File: config.mk
export PLATFORM = sky130hd
export DESIGN_NAME = store_trace_monitor_flat
export DESIGN_NICKNAME = d
export VERILOG_FILES = /design/src/rtl/store_trace_monitor_pkg.sv /design/src/rtl/store_trace_monitor_if.sv /design/src/rtl/store_trace_monitor_trace_fifo.sv /design/src/rtl/store_trace_monitor.sv /design/src/flat_wrapper.sv
export SDC_FILE = /design/constraint.sdc
export NUM_CORES = 1
export LEC_CHECK = 0
export BUFFER_PORTS_ARGS = -buffer_cell sky130_fd_sc_hd__buf_4
export CAP_MARGIN = 10
export CORE_MARGIN = 5
export CORE_UTILIZATION = 33
export DETAILED_ROUTE_END_ITERATION = 7
export HOLD_SLACK_MARGIN = 0.08
export PLACE_DENSITY_LB_ADDON = 0.2
export SYNTH_ARGS = -nofsm -noshare
export SYNTH_HDL_FRONTEND = slang
export SYNTH_HIERARCHICAL = 1
export SYNTH_SLANG_ARGS = --single-unit
File: constraint.sdc
create_clock -name sysclk -period 10 [get_ports sysclk]
set_input_delay 1 -clock sysclk [delete_from_list [all_inputs] [get_ports sysclk]]
set_output_delay 1 -clock sysclk [all_outputs]
set_load 0.02 [all_outputs]
File: src/rtl/store_trace_monitor_pkg.sv
// Shared types and default constants for the store trace monitor.
// Holds the verdict state encoding and the packed trace entry layout.
package store_trace_pkg;

  typedef enum logic [1:0] {
    MONITOR = 2'd0,
    PASSED  = 2'd1,
    FAILED  = 2'd2
  } verdict_state_t;

  typedef struct packed {
    logic [31:0] addr;
    logic [31:0] data;
  } trace_entry_t;

  localparam int          DEF_DEPTH       = 16;
  localparam logic [31:0] DEF_RESULT_ADDR = 32'd100;
  localparam logic [31:0] DEF_PASS_VALUE  = 32'd25;
  localparam logic [31:0] DEF_TIMEOUT     = 32'd100000;

endpackage

File: src/rtl/store_trace_monitor_if.sv
// Store bus observed after the BSR mux plus the trace read channel.
// slave = the monitor; master = the bus source and the JTAG-side reader.
interface store_trace_monitor_if
  import store_trace_pkg::*;
();

  logic         mem_write;
  logic [31:0]  data_adr;
  logic [31:0]  write_data;
  logic         rd_valid;
  logic         rd_ready;
  trace_entry_t rd_data;

  modport slave (
    input  mem_write,
    input  data_adr,
    input  write_data,
    input  rd_ready,
    output rd_valid,
    output rd_data
  );

  modport master (
    output mem_write,
    output data_adr,
    output write_data,
    output rd_ready,
    input  rd_valid,
    input  rd_data
  );

endinterface

File: src/rtl/store_trace_monitor_trace_fifo.sv
// First-word-fall-through synchronous FIFO; a push is visible at the head one edge later.
// Push is refused when full unless a pop happens on the same edge; pop on empty is ignored.
module trace_fifo #(
  parameter int DEPTH = 16,
  parameter int WIDTH = 64
) (
  input  logic                   sysclk,
  input  logic                   reset,
  input  logic                   push,
  input  logic [WIDTH-1:0]       wr_data,
  input  logic                   pop,
  output logic [WIDTH-1:0]       rd_data,
  output logic                   empty,
  output logic                   full,
  output logic [$clog2(DEPTH):0] count
);

  localparam int AW = $clog2(DEPTH);

  logic [WIDTH-1:0] mem [DEPTH];
  logic [AW-1:0]    wr_ptr;
  logic [AW-1:0]    rd_ptr;
  logic             push_ok;
  logic             pop_ok;

  assign empty   = (count == '0);
  assign full    = (count == (AW+1)'(DEPTH));
  assign pop_ok  = pop && !empty;
  assign push_ok = push && (!full || pop_ok);

  // Masking the head while empty keeps stale storage off the output after reset.
  assign rd_data = empty ? '0 : mem[rd_ptr];

  always_ff @(posedge sysclk) begin
    if (push_ok) begin
      mem[wr_ptr] <= wr_data;
    end
  end

  always_ff @(posedge sysclk or posedge reset) begin
    if (reset) begin
      wr_ptr <= '0;
      rd_ptr <= '0;
      count  <= '0;
    end else begin
      if (push_ok) begin
        wr_ptr <= wr_ptr + 1'b1;
      end
      if (pop_ok) begin
        rd_ptr <= rd_ptr + 1'b1;
      end
      case ({push_ok, pop_ok})
        2'b10:   count <= count + 1'b1;
        2'b01:   count <= count - 1'b1;
        default: count <= count;
      endcase
    end
  end

endmodule

File: src/rtl/store_trace_monitor.sv
// Traces core stores into a FIFO and latches a pass/fail verdict from the mailbox store; halt_req follows the verdict.
// Trace head valid one edge after the store; STORE_TRACE_WATCHDOG_EN adds a cycle-limit fail.
module store_trace_monitor
  import store_trace_pkg::*;
#(
  parameter int          DEPTH       = DEF_DEPTH,
  parameter logic [31:0] RESULT_ADDR = DEF_RESULT_ADDR,
  parameter logic [31:0] PASS_VALUE  = DEF_PASS_VALUE,
  parameter logic [31:0] TIMEOUT     = DEF_TIMEOUT
) (
  input  logic                    sysclk,
  input  logic                    reset,
  store_trace_monitor_if.slave    bus,
  output logic [$clog2(DEPTH):0]  count,
  output logic                    overflow,
  output logic                    success,
  output logic                    fail,
  output logic                    halt_req
);

  localparam logic [1:0] S_MONITOR = MONITOR;
  localparam logic [1:0] S_PASSED  = PASSED;
  localparam logic [1:0] S_FAILED  = FAILED;

  logic [1:0]   state;
  logic [1:0]   state_nxt;
  logic         in_monitor;
  logic         adr_hit;
  logic         pass_hit;
  logic         push_req;
  logic         pop_fire;
  logic         fifo_empty;
  logic         fifo_full;
  logic         wd_expire;
  trace_entry_t wr_entry;

  assign in_monitor = (state == S_MONITOR);

  // Case equality so an X/Z bit can never match and therefore never yields a pass.
  assign adr_hit  = bus.mem_write && (bus.data_adr === RESULT_ADDR);
  assign pass_hit = adr_hit && (bus.write_data === PASS_VALUE);

  assign push_req = bus.mem_write && in_monitor;
  assign pop_fire = bus.rd_ready && !fifo_empty;

  assign wr_entry.addr = bus.data_adr;
  assign wr_entry.data = bus.write_data;

  trace_fifo #(
    .DEPTH (DEPTH),
    .WIDTH ($bits(trace_entry_t))
  ) u_trace_fifo (
    .sysclk  (sysclk),
    .reset   (reset),
    .push    (push_req),
    .wr_data (wr_entry),
    .pop     (bus.rd_ready),
    .rd_data (bus.rd_data),
    .empty   (fifo_empty),
    .full    (fifo_full),
    .count   (count)
  );

  assign bus.rd_valid = !fifo_empty;

`ifdef STORE_TRACE_WATCHDOG_EN
  logic [31:0] wd_cnt;

  // Expires on the edge the counter would reach TIMEOUT; frozen once a verdict exists.
  assign wd_expire = in_monitor && (wd_cnt == TIMEOUT - 32'd1);

  always_ff @(posedge sysclk or posedge reset) begin
    if (reset) begin
      wd_cnt <= '0;
    end else if (in_monitor) begin
      wd_cnt <= wd_cnt + 32'd1;
    end
  end
`else
  logic unused_timeout;
  assign unused_timeout = |TIMEOUT;
  assign wd_expire      = 1'b0;
`endif

  // A mailbox store outranks a watchdog expiry on the same edge.
  always_comb begin
    state_nxt = state;
    if (in_monitor) begin
      if (adr_hit) begin
        state_nxt = pass_hit ? S_PASSED : S_FAILED;
      end else if (wd_expire) begin
        state_nxt = S_FAILED;
      end
    end
  end

  always_ff @(posedge sysclk or posedge reset) begin
    if (reset) begin
      state    <= S_MONITOR;
      success  <= 1'b0;
      fail     <= 1'b0;
      halt_req <= 1'b0;
      overflow <= 1'b0;
    end else begin
      state    <= state_nxt;
      success  <= (state_nxt == S_PASSED);
      fail     <= (state_nxt == S_FAILED);
      halt_req <= (state_nxt != S_MONITOR);
      if (push_req && fifo_full && !pop_fire) begin
        overflow <= 1'b1;
      end
    end
  end

endmodule

File: src/flat_wrapper.sv
// flat-port wrapper written by rule: the top's interface ports become plain ports
module store_trace_monitor_flat import store_trace_pkg::*;
#(
  parameter int          DEPTH       = DEF_DEPTH,
  parameter logic [31:0] RESULT_ADDR = DEF_RESULT_ADDR,
  parameter logic [31:0] PASS_VALUE  = DEF_PASS_VALUE,
  parameter logic [31:0] TIMEOUT     = DEF_TIMEOUT
)
  (sysclk, reset, count, overflow, success, fail, halt_req, bus_mem_write, bus_data_adr, bus_write_data, bus_rd_ready, bus_rd_valid, bus_rd_data);
  store_trace_monitor_if bus_i ();
  input  logic sysclk;
  input  logic reset;
  output logic [$clog2(DEPTH):0] count;
  output logic overflow;
  output logic success;
  output logic fail;
  output logic halt_req;
  input wire logic [$bits(bus_i.mem_write)-1:0] bus_mem_write;
  input wire logic [$bits(bus_i.data_adr)-1:0] bus_data_adr;
  input wire logic [$bits(bus_i.write_data)-1:0] bus_write_data;
  input wire logic [$bits(bus_i.rd_ready)-1:0] bus_rd_ready;
  output wire logic [$bits(bus_i.rd_valid)-1:0] bus_rd_valid;
  output wire logic [$bits(bus_i.rd_data)-1:0] bus_rd_data;
  assign bus_i.mem_write = bus_mem_write;
  assign bus_i.data_adr = bus_data_adr;
  assign bus_i.write_data = bus_write_data;
  assign bus_i.rd_ready = bus_rd_ready;
  assign bus_rd_valid = bus_i.rd_valid;
  assign bus_rd_data = bus_i.rd_data;
  store_trace_monitor #(.DEPTH(DEPTH), .RESULT_ADDR(RESULT_ADDR), .PASS_VALUE(PASS_VALUE), .TIMEOUT(TIMEOUT)) u_core (.sysclk(sysclk), .reset(reset), .bus(bus_i), .count(count), .overflow(overflow), .success(success), .fail(fail), .halt_req(halt_req));
endmodule
After elaboration in Yosys (flattened, before gate mapping)
Memory sizes are Yosys's and may differ from the RTL's.
Index checks and enable logic that the tools add are counted.
Cells by class
  equality and inequality tests: 7
  muxes and demuxes: 7
  reductions and logical operators: 15
  add/sub/neg operators: 4
Operator list (number)
  2-to-1 mux 64 bit: 1
  === test 32 x 5 -> 1 bit, second input constant: 1
  === test 32 x 7 -> 1 bit, second input constant: 1
  case mux 5 bit (2 select lines): 1
  adder 4 x 1 -> 4 bit, second input constant: 2
  logical AND 1 bit: 7
  2-to-1 mux 2 bit: 3
  adder 5 x 1 -> 5 bit, second input constant: 1
  equality test 5 bit, second input constant: 1
  zero test 5 bit: 1
  subtractor 5 x 1 -> 5 bit, second input constant: 1
  equality test 2 x 1 -> 1 bit, second input constant: 2
  equality test 2 bit, second input constant: 2
  nonzero test 2 bit: 2
  zero test 1 bit: 3
  zero test 2 bit: 1
  2-to-1 mux 1 bit: 2
  logical OR 1 bit: 1
Storage, ports and cells
  memories kept: 1
  word-level logic and storage cells: 42
  register bits: 19
  output and inout port bits: 74
  RAM bits: 1024
  input bits: 68
Memory list
  u_core.u_trace_fifo.mem: depth 16, bits a word 64, read ports 1, clocked after Yosys merged registers in 0, write ports 1, RTL line store_trace_monitor_trace_fifo.sv:20  | logic [WIDTH-1:0] mem [DEPTH];

Longest topological paths before layout
  word-level depth: 7
  depth in mapped cells: 10

By module
Netlist, hierarchy kept.
By module, submodules not included
  trace_fifo: sequential area each 31074.8 um^2, instances 1, cells each 1672, area an instance 39676.8 um^2
  store_trace_monitor: sequential area each 150.1 um^2, instances 1, cells each 43, area an instance 400.4 um^2

Least setup slack after synthesis
No wires, ideal clock.
  path kind: input-to-reg
  from: input port bus_mem_write
  to: memory u_core.u_trace_fifo.mem[0][0] (enable)
  data arrival time: 7629 ps
  setup slack: 1727 ps
  stages on the path: 4
  path through: and2_1 -> clkbuf_1 -> o31ai_4 -> nor4_1
Between the ends
  word-level cells in the longest chain between the ends: 4
RTL lines
  start, declared: RTL line flat_wrapper.sv:18  | input wire logic [$bits(bus_i.mem_write)-1:0] bus_mem_write;
  logical AND 1 bit: RTL line store_trace_monitor.sv:43  | assign push_req = bus.mem_write && in_monitor;
  logical AND 1 bit: RTL line store_trace_monitor_trace_fifo.sv:29  | assign push_ok = push && (!full || pop_ok);
  2-to-1 mux 1 bit: RTL line store_trace_monitor_trace_fifo.sv:35  | if (push_ok) begin
  2-to-1 mux 1 bit (not written as such): RTL line store_trace_monitor_trace_fifo.sv:36  | mem[wr_ptr] <= wr_data;
  end, declared: RTL line store_trace_monitor_trace_fifo.sv:20
No other way between the ends.

Final worst setup path
  from: register u_core.u_trace_fifo.rd_ptr[1]
  to: output port bus_rd_data[46]
Between the ends
  word-level cells in the longest chain between the ends: 2
RTL lines
  start, declared: RTL line store_trace_monitor_trace_fifo.sv:22  | logic [AW-1:0] rd_ptr;
  start signal, assigned: RTL line store_trace_monitor_trace_fifo.sv:50  | rd_ptr <= rd_ptr + 1'b1;
  memory read (16 x 64 bit)
  2-to-1 mux 64 bit: RTL line store_trace_monitor_trace_fifo.sv:32  | assign rd_data = empty ? '0 : mem[rd_ptr];
  end, declared: RTL line flat_wrapper.sv:23  | output wire logic [$bits(bus_i.rd_data)-1:0] bus_rd_data;
No other way between the ends.

==> out/qor.yml <==
drc_errors: 0
clk_latency_ns: 0.68
clock.fmax_ghz: 0.191
tns_ns: 0
reg2reg_depth: 6
coreArea_mm2: 0.120
final_common_cell: "edfxtp_1"
syn_area_mm2: 0.0401
power_density_mw_per_mm2: 274
yosys_warnings: 6
synth_cell_types: 49
syn_nets: 1792
synth_top_area_cell: "edfxtp_1"
synth_xor_area_share_pct: 0.197
slew_headroom_pct: 16.9
syn-instance-count: 1715
pin_count: 142
setup_violations: 0
rows: 127
path_cells: "buf_4 -> mux4_2 -> mux4_2 -> and2_1 -> buf_4"
grt_max_degree: 83
cp.arrival_ns: 4.23
synthArstFlopShare_pct: 1.82
vias: 18600
htreeDepth: 3
cap_violations: 0
area_growth_pct: 16.6
reg2reg_from: "u_core/state[0]"
wirelength_mm: 102
firstDrtPassIters: 5
post-place-cells: 3416
p_total_mw: 12.8
clockBufferDepth: 3
cts_resized: 0
crit_type: "reg2out"
fin_crit_sh_pct: 52.3
drv_slew: 0
r2r_setup_slack_ns: 6.06
syn-mean-instance-area_um2: 23.4
clkSinkCount: 1043
synthAdderAreaFrac_pct: 0.300
cts_root_buf: "clkbuf_16"
leakagePower_nw: 14.7
yosysSeqAreaShare_pct: 77.9
ant_nets: 0
cp_num_buf_inv: 2
first_global_vias: 19800
synth_top_family_by_area: "multiplexers"
cp_top_family: "buffers and inverters"
nFillCells: 10800
ys_ff_latch: 1043
fin_cells: 3617
skew_ns: 0.0336
layout_common_cells: "edfxtp_1 (1024), mux4_2 (257), buf_4 (176), clkbuf_16 (108), mux2i_1 (64)"
drt_iter0_drc: 1498
grt.total_usage_pct: 15.8
place_congestion: 0.717
antenna_found_initial: 4
status: "completed"
portBuffers: 141
worstSetupStartpointType: "flip-flop"
die_width_um: 358
worst_pin_slew_ns: 1.25
period_needed_ns: 5.23
wl_per_cell_um: 28.1
grt_pass1_wl_mm: 146
grt_overflow: 0
ctsHoldBuffers: 0
ir_drop_mv: 0.191
final_nets: 1989
cp_slowest_cell: "dfrtp_4"
synth_edf_count: 1024
grt_setup_unrepaired: "false"
hold_viol_final: 0
hpwlAfterDp_mm: 54.0
cts_tree: "done"
drive_above_1_share_pct: 33.8
start_util_pct: 33.3
post_cts_buffers: 0
synth_flop_cell: "edfxtp_1"
yosysTopAreaCellShare_pct: 76.7
hold_path.class: "in2async"
crit_fanout: 60
final_util_pct: 38.9
cpPeakStageDelay_ns: 1.03
dieArea_mm2: 0.129
cts.clk_slew.worst_paths_ns: 0.06
cts_buffers: 106
crit_required_ns: 9.00
yosys.area_share.simple_pct: 1.19
synthTopCellsByArea: "edfxtp_1 (77%), mux4_2 (14%), mux2i_1 (1.6%)"
synth_compound_area_share_pct: 2.99
synthMuxAreaShare_pct: 16.1
r2r_end: "u_core/u_trace_fifo/mem[13][4]"
via_per_inst: 5.14
end_kind: "primary output"
fp.dieH_um: 358
## per-layer routing
metal | global-route usage, % | share of wire [%] | vias up
li1 | - | - | 7746
met1 | 22.5 | 44 | 10200
met2 | 25.9 | 49 | 498
met3 | 2.81 | 5.2 | 121
met4 | 2.99 | 1.6 | 2
met5 | 0 | 0.013 | -
## power breakdown
group	switching [mW]	leakage, nW	internal (mW)	total [mW]
Combinational	2.12	3.48	1.65	3.77
Sequential	0.134	9.41	4.82	4.95
Clock	1.66	1.76	2.44	4.10
Total	3.91	14.7	8.91	12.8
## synth_stat cells, types with 3 or more instances
library cell	n
a21oi_1	6
a22oi_1	16
a22oi_2	44
a31o_2	4
and2_1	10
buf_2	47
buf_6	7
clkbuf_1	30
dfrtp_1	19
edfxtp_1	1024
ha_1	8
inv_1	17
mux2_2	3
mux2i_1	64
mux4_2	257
nand2_1	11
nand2b_1	5
nand3_1	5
nand4_1	5
nor2_1	10
nor4_1	13
nor4b_2	3
o21ai_0	3
o21ai_1	62
xnor2_1	9
## worst register-to-register path, stage by stage, from the launching register on
cell and delay, ns:
dfrtp_1 0.40, nor2_1 0.14, and2_1 0.43, a21boi_1 0.48
nand3_1 0.40, nor2_4 0.85, buf_4 0.83
## how the worst max path moves through the flow
stage	from	end	slack (ns)	cells past startpoint
finish	u_core/u_trace_fifo/rd_ptr[1]	bus_rd_data[46]	4.77	5
global route	u_core/u_trace_fifo/rd_ptr[1]	bus_rd_data[15]	4.44	6
CTS	u_core/u_trace_fifo/rd_ptr[1]	bus_rd_data[46]	4.56	5
detailed placement	u_core/u_trace_fifo/rd_ptr[1]	bus_rd_data[46]	5.31	5
global placement	u_core/u_trace_fifo/rd_ptr[1]	bus_rd_data[46]	5.29	5
floorplan	bus_mem_write	u_core/u_trace_fifo/mem[0][0]	1.73	4
## sequential cells by signal, indices dropped and copies added, names as in the netlist
signal / cells
u_core/fail: 1
u_core/halt_req: 1
u_core/overflow: 1
u_core/state: 2
u_core/success: 1
u_core/u_trace_fifo/count: 5
u_core/u_trace_fifo/mem: 1024
u_core/u_trace_fifo/rd_ptr: 4
u_core/u_trace_fifo/wr_ptr: 4
## area by class of cell
cell class,count,area (um^2),area share (%)
diodes,2,5.00,0.0107
clock buffers,122,2760,5.90
clock inverters,77,871,1.86
inverters,17,63.8,0.137
multi-input cells,567,8450,18.1
flip-flops and latches,1043,31200,66.8
well taps,1612,2020,4.32
repair buffers,177,1340,2.87
## stage by stage
stage          area, um^2  hold WS [ns]  setup WS (ns)
2_1_floorplan       40100         0.465           1.73
3_3_place_gp        43100         0.487           5.29
3_5_place_dp        43100         0.511           5.31
4_1_cts             46700         0.250           4.56
5_1_grt             46700         0.275           4.44
6_report            46700         0.298           4.77
## cells by family after synthesis
kind of cell	after synthesis
buffers and inverters	105
DFF	1043
adders and majority gates	9
xor gates and xnor gates	9
AOI/OAI and AO/OA	149
and+or+nand+nor	76
muxes	324
No activity file was read; power rests on OpenSTA's default activity.
